`src/rtl/clic_nest_stack.sv`:
```
// Core-side CLIC consumer: offers the arbiter winner, nests accepted interrupts on a stack, restores threshold on return.
// Optional feature: define CLIC_LATE_ARRIVAL_EN to let a higher-priority request replace a pending, unaccepted offer.
package common_pkg;
    localparam int NR_PRIO_BITS  = 3;
    localparam int NR_INDEX_BITS = 6;
    typedef logic [NR_PRIO_BITS-1:0]  Prio;
    typedef logic [NR_INDEX_BITS-1:0] Index;
endpackage

module clic_nest_stack #(
    parameter int NR_PRIO_BITS  = common_pkg::NR_PRIO_BITS,
    parameter int NR_INDEX_BITS = common_pkg::NR_INDEX_BITS
) (
    input  logic                     clk,
    input  logic                     reset,
    input  logic                     req_valid,
    input  logic [NR_INDEX_BITS-1:0] req_index,
    input  logic [NR_PRIO_BITS-1:0]  req_prio,
    output logic                     take_valid,
    output logic [NR_INDEX_BITS-1:0] take_index,
    output logic [NR_PRIO_BITS-1:0]  take_prio,
    input  logic                     take_ready,
    input  logic                     ret,
    output logic                     clear_valid,
    output logic [NR_INDEX_BITS-1:0] clear_index,
    output logic [NR_PRIO_BITS-1:0]  threshold,
    output logic                     active,
    output logic [NR_INDEX_BITS-1:0] active_index,
    output logic [NR_PRIO_BITS-1:0]  depth,
    output logic                     underflow
);
    // Handshake: an offer (take_valid) is held stable until take_ready is sampled high;
    // the transfer happens on the rising edge where both are high.
    localparam int DEPTH = 2**NR_PRIO_BITS - 1;
    localparam logic [NR_PRIO_BITS-1:0] FULL = '1;
    localparam logic [NR_PRIO_BITS-1:0] ONE  = 1;

    typedef enum logic {IDLE, OFFER} state_t;
    state_t state;

    logic [NR_PRIO_BITS-1:0]  stk_prio  [DEPTH];
    logic [NR_INDEX_BITS-1:0] stk_index [DEPTH];

    logic                     pop, push, offer_ok, late_swap;
    logic [NR_PRIO_BITS-1:0]  depth_pop, depth_nxt, top_prio_nxt;
    logic [NR_INDEX_BITS-1:0] top_index_nxt;

    always_comb begin
        pop      = ret && (depth != '0);
        push     = (state == OFFER) && take_ready;
        offer_ok = req_valid && (req_prio > threshold) && (req_prio != '0);
`ifdef CLIC_LATE_ARRIVAL_EN
        late_swap = (state == OFFER) && !take_ready && req_valid && (req_prio > take_prio);
`else
        late_swap = 1'b0;
`endif
        depth_pop = pop ? (depth - ONE) : depth;
        depth_nxt = push ? (depth_pop + ONE) : depth_pop;
        // Pop is applied before push, so a same-cycle take simply replaces the top.
        top_prio_nxt  = '0;
        top_index_nxt = '0;
        if (push) begin
            top_prio_nxt  = take_prio;
            top_index_nxt = take_index;
        end else if (depth_pop != '0) begin
            top_prio_nxt  = stk_prio[depth_pop - ONE];
            top_index_nxt = stk_index[depth_pop - ONE];
        end
    end

    always_ff @(posedge clk) begin
        if (reset) begin
            state        <= IDLE;
            take_valid   <= 1'b0;
            take_index   <= '0;
            take_prio    <= '0;
            clear_valid  <= 1'b0;
            clear_index  <= '0;
            threshold    <= '0;
            active       <= 1'b0;
            active_index <= '0;
            depth        <= '0;
            underflow    <= 1'b0;
            for (int i = 0; i < DEPTH; i++) begin
                stk_prio[i]  <= '0;
                stk_index[i] <= '0;
            end
        end else begin
            clear_valid  <= push;
            if (push) begin
                clear_index           <= take_index;
                stk_prio[depth_pop]   <= take_prio;
                stk_index[depth_pop]  <= take_index;
            end
            depth        <= depth_nxt;
            threshold    <= top_prio_nxt;
            active_index <= top_index_nxt;
            active       <= (depth_nxt != '0);
            if (ret && (depth == '0))
                underflow <= 1'b1;

            case (state)
                IDLE: begin
                    if (offer_ok) begin
                        state      <= OFFER;
                        take_valid <= 1'b1;
                        take_index <= req_index;
                        take_prio  <= req_prio;
                    end
                end
                OFFER: begin
                    if (take_ready) begin
                        state      <= IDLE;
                        take_valid <= 1'b0;
                    end else if (late_swap) begin
                        take_index <= req_index;
                        take_prio  <= req_prio;
                    end
                end
                default: state <= IDLE;
            endcase
        end
    end

    // Strictly increasing non-zero priorities bound the nesting depth.
    assert property (@(posedge clk) disable iff (reset) !(push && depth == FULL));

endmodule

```
`config.mk`:
```
export PLATFORM = sky130hd
export DESIGN_NAME = clic_nest_stack
export DESIGN_NICKNAME = d
export VERILOG_FILES = /design/src/rtl/clic_nest_stack.sv
export SDC_FILE = /design/constraint.sdc
export NUM_CORES = 1
export LEC_CHECK = 0
export ABC_AREA = 1
export CAP_MARGIN = 5
export CORE_MARGIN = 2
export CORE_UTILIZATION = 30
export CTS_CLUSTER_DIAMETER = 120
export CTS_CLUSTER_SIZE = 30
export DETAILED_ROUTE_END_ITERATION = 8
export DONT_BUFFER_PORTS = 1
export GPL_ROUTABILITY_DRIVEN = 0
export SLEW_MARGIN = 20
export SYNTH_ARGS = -nofsm -noshare
export SYNTH_HDL_FRONTEND = slang
export SYNTH_SLANG_ARGS = --single-unit
```
`constraint.sdc`:
```
create_clock -name clk -period 6.6 [get_ports clk]
set_input_delay 1.65 -clock clk [delete_from_list [all_inputs] [get_ports clk]]
set_output_delay 1.65 -clock clk [all_outputs]
set_load 0.01 [all_outputs]
```
==> impl_metrics.sql, run 1 <==
INSERT INTO impl_metrics (metric_group, metric, value, unit) VALUES
('timing', 'fin_setup_tns', '0', 'ns'),
('grt', 'antenna_found_initial', '0', ''),
('timing', 'grt_setup_unrepaired', 'no', ''),
('die', 'rows', '46', ''),
('setup_path', 'worstPathBufferInverterCount', '1', ''),
('setup_path', 'path_cells', 'nand2_2 > nand2_2 > nand2_4 > ha_1 > clkinv_1 > nand3_1 > nand3_1 > nand3_1 > nand2_1', ''),
('setup_path', 'critPathMostFrequentCell', 'sky130_fd_sc_hd__nand3_1', ''),
('setup_path', 'depth_of_the_critical_timing_path_with_buffers_and_inverters_included', '9', ''),
('logic_synthesis', 'postSynthAreaPerCell', '8.72', 'um2'),
('timing', 'post-route-min-period', '4.28', 'ns'),
('clocking', 'cts_setup_buffers', '0', ''),
('grt', 'grt_total_usage', '0.147', ''),
('placement', 'worst_slack_after_detailed_placement', '2.00', 'ns'),
('timing', 'report.final.setup_viol', '0', ''),
('logic_synthesis', 'synth_nets', '572', ''),
('clocking', 'clock_latency', '0.35', 'ns'),
('timing', 'whs', '0.487', 'ns'),
('setup_path', 'cp.arrival', '4.52', 'ns'),
('logic_synthesis', 'ys_seq_elements', '104', ''),
('clocking', 'htree_levels', '3', ''),
('setup_path', 'crit_path_start_kind', 'primary input', ''),
('setup_path', 'path_max_fanout', '28', ''),
('die', 'floorplan.initialDensity', '0.305', ''),
('logic_synthesis', 'primary_flip_flop_cell_chosen_by_synthesis_mapping', 'sky130_fd_sc_hd__edfxtp_1', ''),
('timing', 'report.final.slew_viol_count', '0', ''),
('die', 'ioPinCount', '45', ''),
('power', 'power.static_leakage', '2.18', 'nW'),
('detailed_routing', 'routed_via_density', '4.78', ''),
('grt', 'grt_max_degree', '32', ''),
('final_layout', 'drive_gt1_frac', '0.0747', ''),
('placement', 'portBuffers', '0', ''),
('detailed_routing', 'routedWlPerCell', '15.7', 'um'),
('min_path', 'min_delay_path_depth', '2', ''),
('logic_synthesis', 'top_cells_by_instance_count_after_synthesis', 'sky130_fd_sc_hd__nand3_1 (109), sky130_fd_sc_hd__inv_1 (102), sky130_fd_sc_hd__nor2_1 (80)', ''),
('grt', 'grt_first_pass_wirelength', '19200', 'um'),
('status', 'run_status', 'finished, final reports clean', ''),
('logic_synthesis', 'synth-edff-count', '63', ''),
('detailed_routing', 'met2_wirelength', '5370', 'um'),
('logic_synthesis', 'synth_top_cells_by_area', 'sky130_fd_sc_hd__edfxtp_1 (39%), sky130_fd_sc_hd__dfxtp_1 (17%), sky130_fd_sc_hd__nand3_1 (11%)', ''),
('timing', 'max-slew-margin-rel', '0.317', ''),
('setup_path', 'worst-endpoint-required', '6.84', 'ns'),
('setup_path', 'critical_path.top_delay_family', 'simple AND/OR/NAND/NOR gates', ''),
('clocking', 'cts.repair.resized', '0', ''),
('clocking', 'tritoncts.num_buffers', '9', ''),
('clocking', 'clkSinkCount', '104', ''),
('final_layout', 'antenna_cells', '0', ''),
('final_layout', 'final_design_area_no_fill', '5270', 'um2'),
('final_layout', 'finalNetCount', '565', ''),
('logic_synthesis', 'synth_sequential_area_ratio', '0.564', ''),
('logic_synthesis', 'synth_largest_type_area_fraction', '0.394', ''),
('detailed_routing', 'drt_iter0_markers', '438', ''),
('power', 'power.ir.vdd_worst', '0.000201', 'V'),
('detailed_routing', 'router_iterations_before_antenna_repair', '5', ''),
('min_path', 'timing.hold.worst.class', 'flip-flop to flip-flop', ''),
('setup_path', 'crit_path_top_delay_cell', 'sky130_fd_sc_hd__ha_1', ''),
('clocking', 'max-clock-path-buffers', '2', ''),
('clocking', 'tritoncts', 'yes', ''),
('final_layout', 'multi_input_area', '1590', 'um2'),
('final_layout', 'layout.area.seq', '2710', 'um2'),
('timing', 'final.setup.worst_slack', '2.32', 'ns'),
('setup_path', 'critPathMaxStageDelay', '0.75', 'ns'),
('detailed_routing', 'postRouteWirelength', '12000', 'um'),
('timing', 'min_period_over_period', '0.648', ''),
('timing', 'finalHoldViolations', '0', ''),
('detailed_routing', 'drt-met1-wl', '5350', 'um'),
('grt', 'via_count_of_the_first_global_routing_pass', '3557', ''),
('logic_synthesis', 'yosys_warnings', '0', ''),
('detailed_routing', 'met3RoutedLength', '1080', 'um'),
('final_layout', 'final_core_occ', '0.334', ''),
('setup_path', 'worstRegToRegCells', '12', ''),
('logic_synthesis', 'synthCells', '551', '');
==> power breakdown <==
group / switching, mW / internal, mW
clock: 0.241 / 0.296
combinational: 0.742 / 0.304
sequential: 0.0656 / 0.765
==> flip-flops by register name (all words and copies together), names as in the netlist <==
register	count
active	1
clear_index	6
threshold	3
depth	3
stk_prio	24
take_prio	3
state	1
stk_index	48
take_index	6
clear_valid	1
take_valid	1
underflow	1
active_index	6
==> cell type report <==
| class | instances | share of cell area |
|---|---|---|
| inverter | 109 | 0.0776 |
| multi-input combinational | 320 | 0.301 |
| clock inverter | 6 | 0.0123 |
| sequential | 104 | 0.514 |
| clock buffer | 10 | 0.0434 |
| tap | 216 | 0.0513 |
==> layer usage <==
layer | vias up | global-route usage
li1 | 1754 | -
met1 | 1736 | 0.205
met2 | 150 | 0.227
met3 | 19 | 0.0362
met4 | 0 | 0.0438
met5 | - | 0
==> worst reg2reg max path: stages (launching register included) <==
cell,delay (ns)
sky130_fd_sc_hd__dfxtp_1,0.46
sky130_fd_sc_hd__inv_1,0.14
sky130_fd_sc_hd__ha_1,0.26
sky130_fd_sc_hd__nand2_2,0.11
sky130_fd_sc_hd__nand2_2,0.09
sky130_fd_sc_hd__nand2_2,0.46
sky130_fd_sc_hd__nand2_4,0.34
sky130_fd_sc_hd__ha_1,0.76
sky130_fd_sc_hd__clkinv_1,0.67
sky130_fd_sc_hd__nand3_1,0.30
sky130_fd_sc_hd__nand3_1,0.11
sky130_fd_sc_hd__nand3_1,0.11
sky130_fd_sc_hd__nand2_1,0.05
==> metrics by stage <==
step | cells | power, mW
after global routing | 765 | 2.58
after global placement | 749 | 1.85
after CTS | 765 | 2.41
after floorplan | 551 | 1.63
after detailed placement | 749 | 1.88
final | 765 | 2.41
==> final timing paths <==
kind                                         to           start  slack, ns
worst max-delay path            active_index[1]             ret       2.32
worst min-delay path             stk_prio[6][2]  stk_prio[6][2]       0.49
worst max register to register  active_index[1]        depth[0]       2.64
worst min register to register   stk_prio[6][2]  stk_prio[6][2]       0.49
==> placed cells by master, fill, tap and decap left out, drive strengths merged <==
cell type,synthesis,final
nand3b,1,1
bufinv,0,1
clkbuf,7,10
clkinvlp,0,1
clkinv,2,4
o21ai,23,23
nand2,75,75
nand3,112,112
dfxtp,41,41
ha,7,7
o22ai,1,1
inv,107,109
xor2,1,1
nor2,84,84
nor3,1,1
a21oi,15,15
edfxtp,63,63
==> kinds of logic (layout without fill, tap and decap cells) <==
family,after synthesis,count (layout),share of synthesized area
DFF,104,104,0.564
adders and majority gates,7,7,0.0182
xor gates and xnor gates,1,1,0.00182
buffers and inverters,127,125,0.106
AOI/OAI and AO/OA,39,39,0.0424
and+or+nand+nor,273,273,0.268
Power figures use the tool's default switching activity.
==> run 2, diff against run 1 <==
--- a/config.mk
+++ b/config.mk
@@ -5,7 +5,7 @@
 export SDC_FILE = /design/constraint.sdc
 export NUM_CORES = 1
 export LEC_CHECK = 0
-export ABC_AREA = 1
+export ABC_AREA = 0
 export CAP_MARGIN = 5
 export CORE_MARGIN = 2
 export CORE_UTILIZATION = 30
==> constraint.sdc (replaced) <==
create_clock -name clk -period 4.5 [get_ports clk]
set_input_delay 1.125 -clock clk [delete_from_list [all_inputs] [get_ports clk]]
set_output_delay 1.125 -clock clk [all_outputs]
set_load 0.01 [all_outputs]
==> impl_metrics.sql, run 2 <==
INSERT INTO impl_metrics (metric_group, metric, value, unit) VALUES
('status', 'run_status', 'finished, final reports clean', ''),
('die', 'floorplan.initialDensity', '0.308', ''),
('clocking', 'clk_pin_slew', '0.07', 'ns'),
('placement', 'portBuffers', '0', ''),
('die', 'die_area', '18200', 'um2'),
('clocking', 'clkSinkCount', '104', ''),
('die', 'die_x', '135', 'um'),
('logic_synthesis', 'synth-edff-count', '63', ''),
('logic_synthesis', 'synth_sequential_area_ratio', '0.527', ''),
('setup_path', 'worst-endpoint-required', '4.71', 'ns'),
('detailed_routing', 'postRouteAntennaNets', '0', ''),
('die', 'core_area', '16700', 'um2'),
('detailed_routing', 'post-route-drc-count', '0', ''),
('logic_synthesis', 'ys_seq_elements', '104', ''),
('grt', 'via_count_of_the_first_global_routing_pass', '3356', ''),
('clocking', 'cts.hold.buffers_added', '0', ''),
('placement', 'placedInstanceArea', '5280', 'um2'),
('logic_synthesis', 'top_cells_by_instance_count_after_synthesis', 'sky130_fd_sc_hd__edfxtp_1 (63), sky130_fd_sc_hd__nand2_1 (46), sky130_fd_sc_hd__dfxtp_1 (41)', ''),
('logic_synthesis', 'postSynthAreaPerCell', '10.9', 'um2'),
('clocking', 'tritoncts', 'yes', ''),
('die', 'die_h', '135', 'um'),
('die', 'ioPinCount', '45', ''),
('detailed_routing', 'routedWlPerCell', '17.9', 'um'),
('grt', 'grt_max_degree', '40', ''),
('timing', 'grt_setup_unrepaired', 'no', ''),
('setup_path', 'path_max_fanout', '39', ''),
('logic_synthesis', 'primary_flip_flop_cell_chosen_by_synthesis_mapping', 'sky130_fd_sc_hd__edfxtp_1', ''),
('logic_synthesis', 'synthArstFlopShare', '0', ''),
('final_layout', 'area_growth_syn_to_layout', '8.12', '%'),
('timing', 'post-route-min-period', '3.53', 'ns'),
('logic_synthesis', 'yosys_warnings', '0', ''),
('logic_synthesis', 'synth_top_cells_by_area', 'sky130_fd_sc_hd__edfxtp_1 (37%), sky130_fd_sc_hd__dfxtp_1 (16%), sky130_fd_sc_hd__a211oi_2 (3.6%)', ''),
('clocking', 'clockRootBuffer', 'sky130_fd_sc_hd__clkbuf_16', ''),
('clocking', 'max-clock-path-buffers', '2', ''),
('logic_synthesis', 'post-synth-top-count-cell', 'sky130_fd_sc_hd__edfxtp_1', ''),
('grt', 'grt_first_pass_wirelength', '19200', 'um'),
('timing', 'max_freq', '0.284', 'GHz'),
('final_layout', 'final_core_occ', '0.333', ''),
('final_layout', 'largest-register', 'stk_index', ''),
('final_layout', 'antenna_cells', '0', ''),
('die', 'rows', '47', ''),
('grt', 'grt_overflow_total', '0', ''),
('power', 'power.density', '653', 'nW/um2'),
('clocking', 'tritoncts.num_buffers', '9', ''),
('timing', 'finalHoldViolations', '0', ''),
('grt', 'grt_total_usage', '0.139', ''),
('clocking', 'clock_latency', '0.35', 'ns'),
('final_layout', 'final_design_area_no_fill', '5570', 'um2'),
('logic_synthesis', 'synth.distinct_cells', '49', ''),
('clocking', 'cts_setup_buffers', '0', ''),
('power', 'total_power', '3.64', 'mW'),
('timing', 'final.setup.worst_slack', '0.974', 'ns'),
('final_layout', 'largest_register_ffs', '48', ''),
('setup_path', 'cp.arrival', '3.74', 'ns'),
('setup_path', 'setup.worst_path.end_class', 'flip-flop', ''),
('timing', 'fin_setup_tns', '0', 'ns'),
('logic_synthesis', 'synthDominantAreaCellType', 'sky130_fd_sc_hd__edfxtp_1', ''),
('final_layout', 'finalNetCount', '477', ''),
('final_layout', 'final_common_cell', 'sky130_fd_sc_hd__edfxtp_1', ''),
('setup_path', 'worstSetupPathType', 'flip-flop to flip-flop', ''),
('clocking', 'htree_levels', '3', ''),
('setup_path', 'crit_path_start_kind', 'flip-flop', ''),
('detailed_routing', 'drt_iter0_markers', '179', ''),
('detailed_routing', 'routed_via_density', '5.10', ''),
('final_layout', 'drive_gt1_frac', '0.141', ''),
('power', 'power.ir.vdd_worst', '0.000359', 'V'),
('final_layout', 'commonest_cells_after_routing_fill_and_taps_aside', 'sky130_fd_sc_hd__edfxtp_1 (63), sky130_fd_sc_hd__nand2_1 (46), sky130_fd_sc_hd__dfxtp_1 (41)', ''),
('timing', 'tightest_slew', '0.556', 'ns'),
('timing', 'report.final.slew_viol_count', '0', ''),
('logic_synthesis', 'synth_nets', '494', ''),
('logic_synthesis', 'post_synth_instance_area', '5150', 'um2'),
('timing', 'timing.clock.skew', '0.00883', 'ns'),
('clocking', 'cts.repair.resized', '0', ''),
('run', 'drv_cap', '0', ''),
('placement', 'worst_slack_after_detailed_placement', '1.01', 'ns'),
('logic_synthesis', 'synth_largest_type_area_fraction', '0.367', ''),
('logic_synthesis', 'synthCells', '473', ''),
('detailed_routing', 'vias', '3474', ''),
('timing', 'max-slew-margin-rel', '0.629', ''),
('timing', 'report.final.setup_viol', '0', ''),
('grt', 'antenna_found_initial', '0', ''),
('min_path', 'timing.hold.worst.class', 'flip-flop to flip-flop', ''),
('detailed_routing', 'postRouteWirelength', '12200', 'um'),
('final_layout', 'top_regs', 'stk_index (48), stk_prio (24)', ''),
('power', 'power.static_leakage', '2.04', 'nW'),
('timing', 'min_period_over_period', '0.784', ''),
('placement', 'detailed_place_hpwl', '8720', 'um'),
('detailed_routing', 'router_iterations_before_antenna_repair', '5', '');
==> run 2: cell count changes in the layout (fill, tap and decap cells not counted), moves of 29 or more <==
cell / previous run / this run
sky130_fd_sc_hd__nor2_1: 80 / 33
sky130_fd_sc_hd__and2_1: 0 / 29
sky130_fd_sc_hd__and3_1: 0 / 29
sky130_fd_sc_hd__inv_1: 102 / 17
sky130_fd_sc_hd__nand3_1: 109 / 3
==> run 2: power by group <==
group	switching (mW)	leakage, nW	internal [mW]
clock	0.369	0.140	0.389
sequential	0.0849	0.991	1.09
combinational	1.09	0.909	0.620
==> run 2: cell families (layout without fill, tap and decap cells) <==
group / after synthesis / after routing / share of synthesized area
AO/OA/AOI/OAI: 97 / 97 / 0.160
adder cells (fa/ha/maj): 7 / 7 / 0.0170
AND/OR/NAND/NOR: 201 / 201 / 0.223
multiplexers: 10 / 10 / 0.0197
flip-flops: 104 / 104 / 0.527
XOR/XNOR: 1 / 1 / 0.00170
buffers and inverters: 53 / 41 / 0.0513
==> run 2: metal layers <==
layer | wire length, um | GRT usage | part of all wire
met5 | 0 | 0 | 0
met1 | 5560 | 0.186 | 0.46
met4 | 161 | 0.0463 | 0.013
met3 | 553 | 0.0259 | 0.045
met2 | 5930 | 0.227 | 0.49
==> run 2: critical path, cell delays in order (launching register included) <==
cell and delay [ns]:
sky130_fd_sc_hd__dfxtp_1 0.31, sky130_fd_sc_hd__buf_4 0.31, sky130_fd_sc_hd__inv_1 0.15, sky130_fd_sc_hd__ha_1 0.28, sky130_fd_sc_hd__and2b_4 0.25, sky130_fd_sc_hd__o21ai_4 0.14
sky130_fd_sc_hd__and2_1 0.35, sky130_fd_sc_hd__inv_4 0.21, sky130_fd_sc_hd__ha_1 0.40, sky130_fd_sc_hd__nand2b_1 0.28, sky130_fd_sc_hd__or3_1 0.44, sky130_fd_sc_hd__o31ai_1 0.12
sky130_fd_sc_hd__o41ai_2 0.13
==> run 2: metrics by stage <==
| step | cells | hold WS (ns) |
|---|---|---|
| 6_report | 681 | 0.472 |
| 5_1_grt | 681 | 0.499 |
| 4_1_cts | 681 | 0.473 |
| 3_5_place_dp | 665 | 0.463 |
| 3_3_place_gp | 665 | 0.457 |
| 2_1_floorplan | 473 | 0.455 |
==> run 2: area by class of cell <==
class / count / area, um2
Clock inverter: 6 / 55.1
Fill cell: 1678 / 11100
Multi-Input combinational cell: 316 / 2180
Inverter: 20 / 77.6
Timing Repair Buffer: 5 / 37.5
Tap cell: 220 / 275
Clock buffer: 10 / 229
Sequential cell: 104 / 2710
==> run 2: path summary, 6_finish.rpt <==
| kind | from | end | slack [ns] | cells past startpoint |
|---|---|---|---|---|
| worst min register to register | stk_prio[6][2] | stk_prio[6][2] | 0.47 | 2 |
| worst max register to register | depth[0] | threshold[2] | 0.97 | 12 |
| worst max-delay path | depth[0] | threshold[2] | 0.97 | 12 |
| worst min-delay path | stk_prio[6][2] | stk_prio[6][2] | 0.47 | 2 |
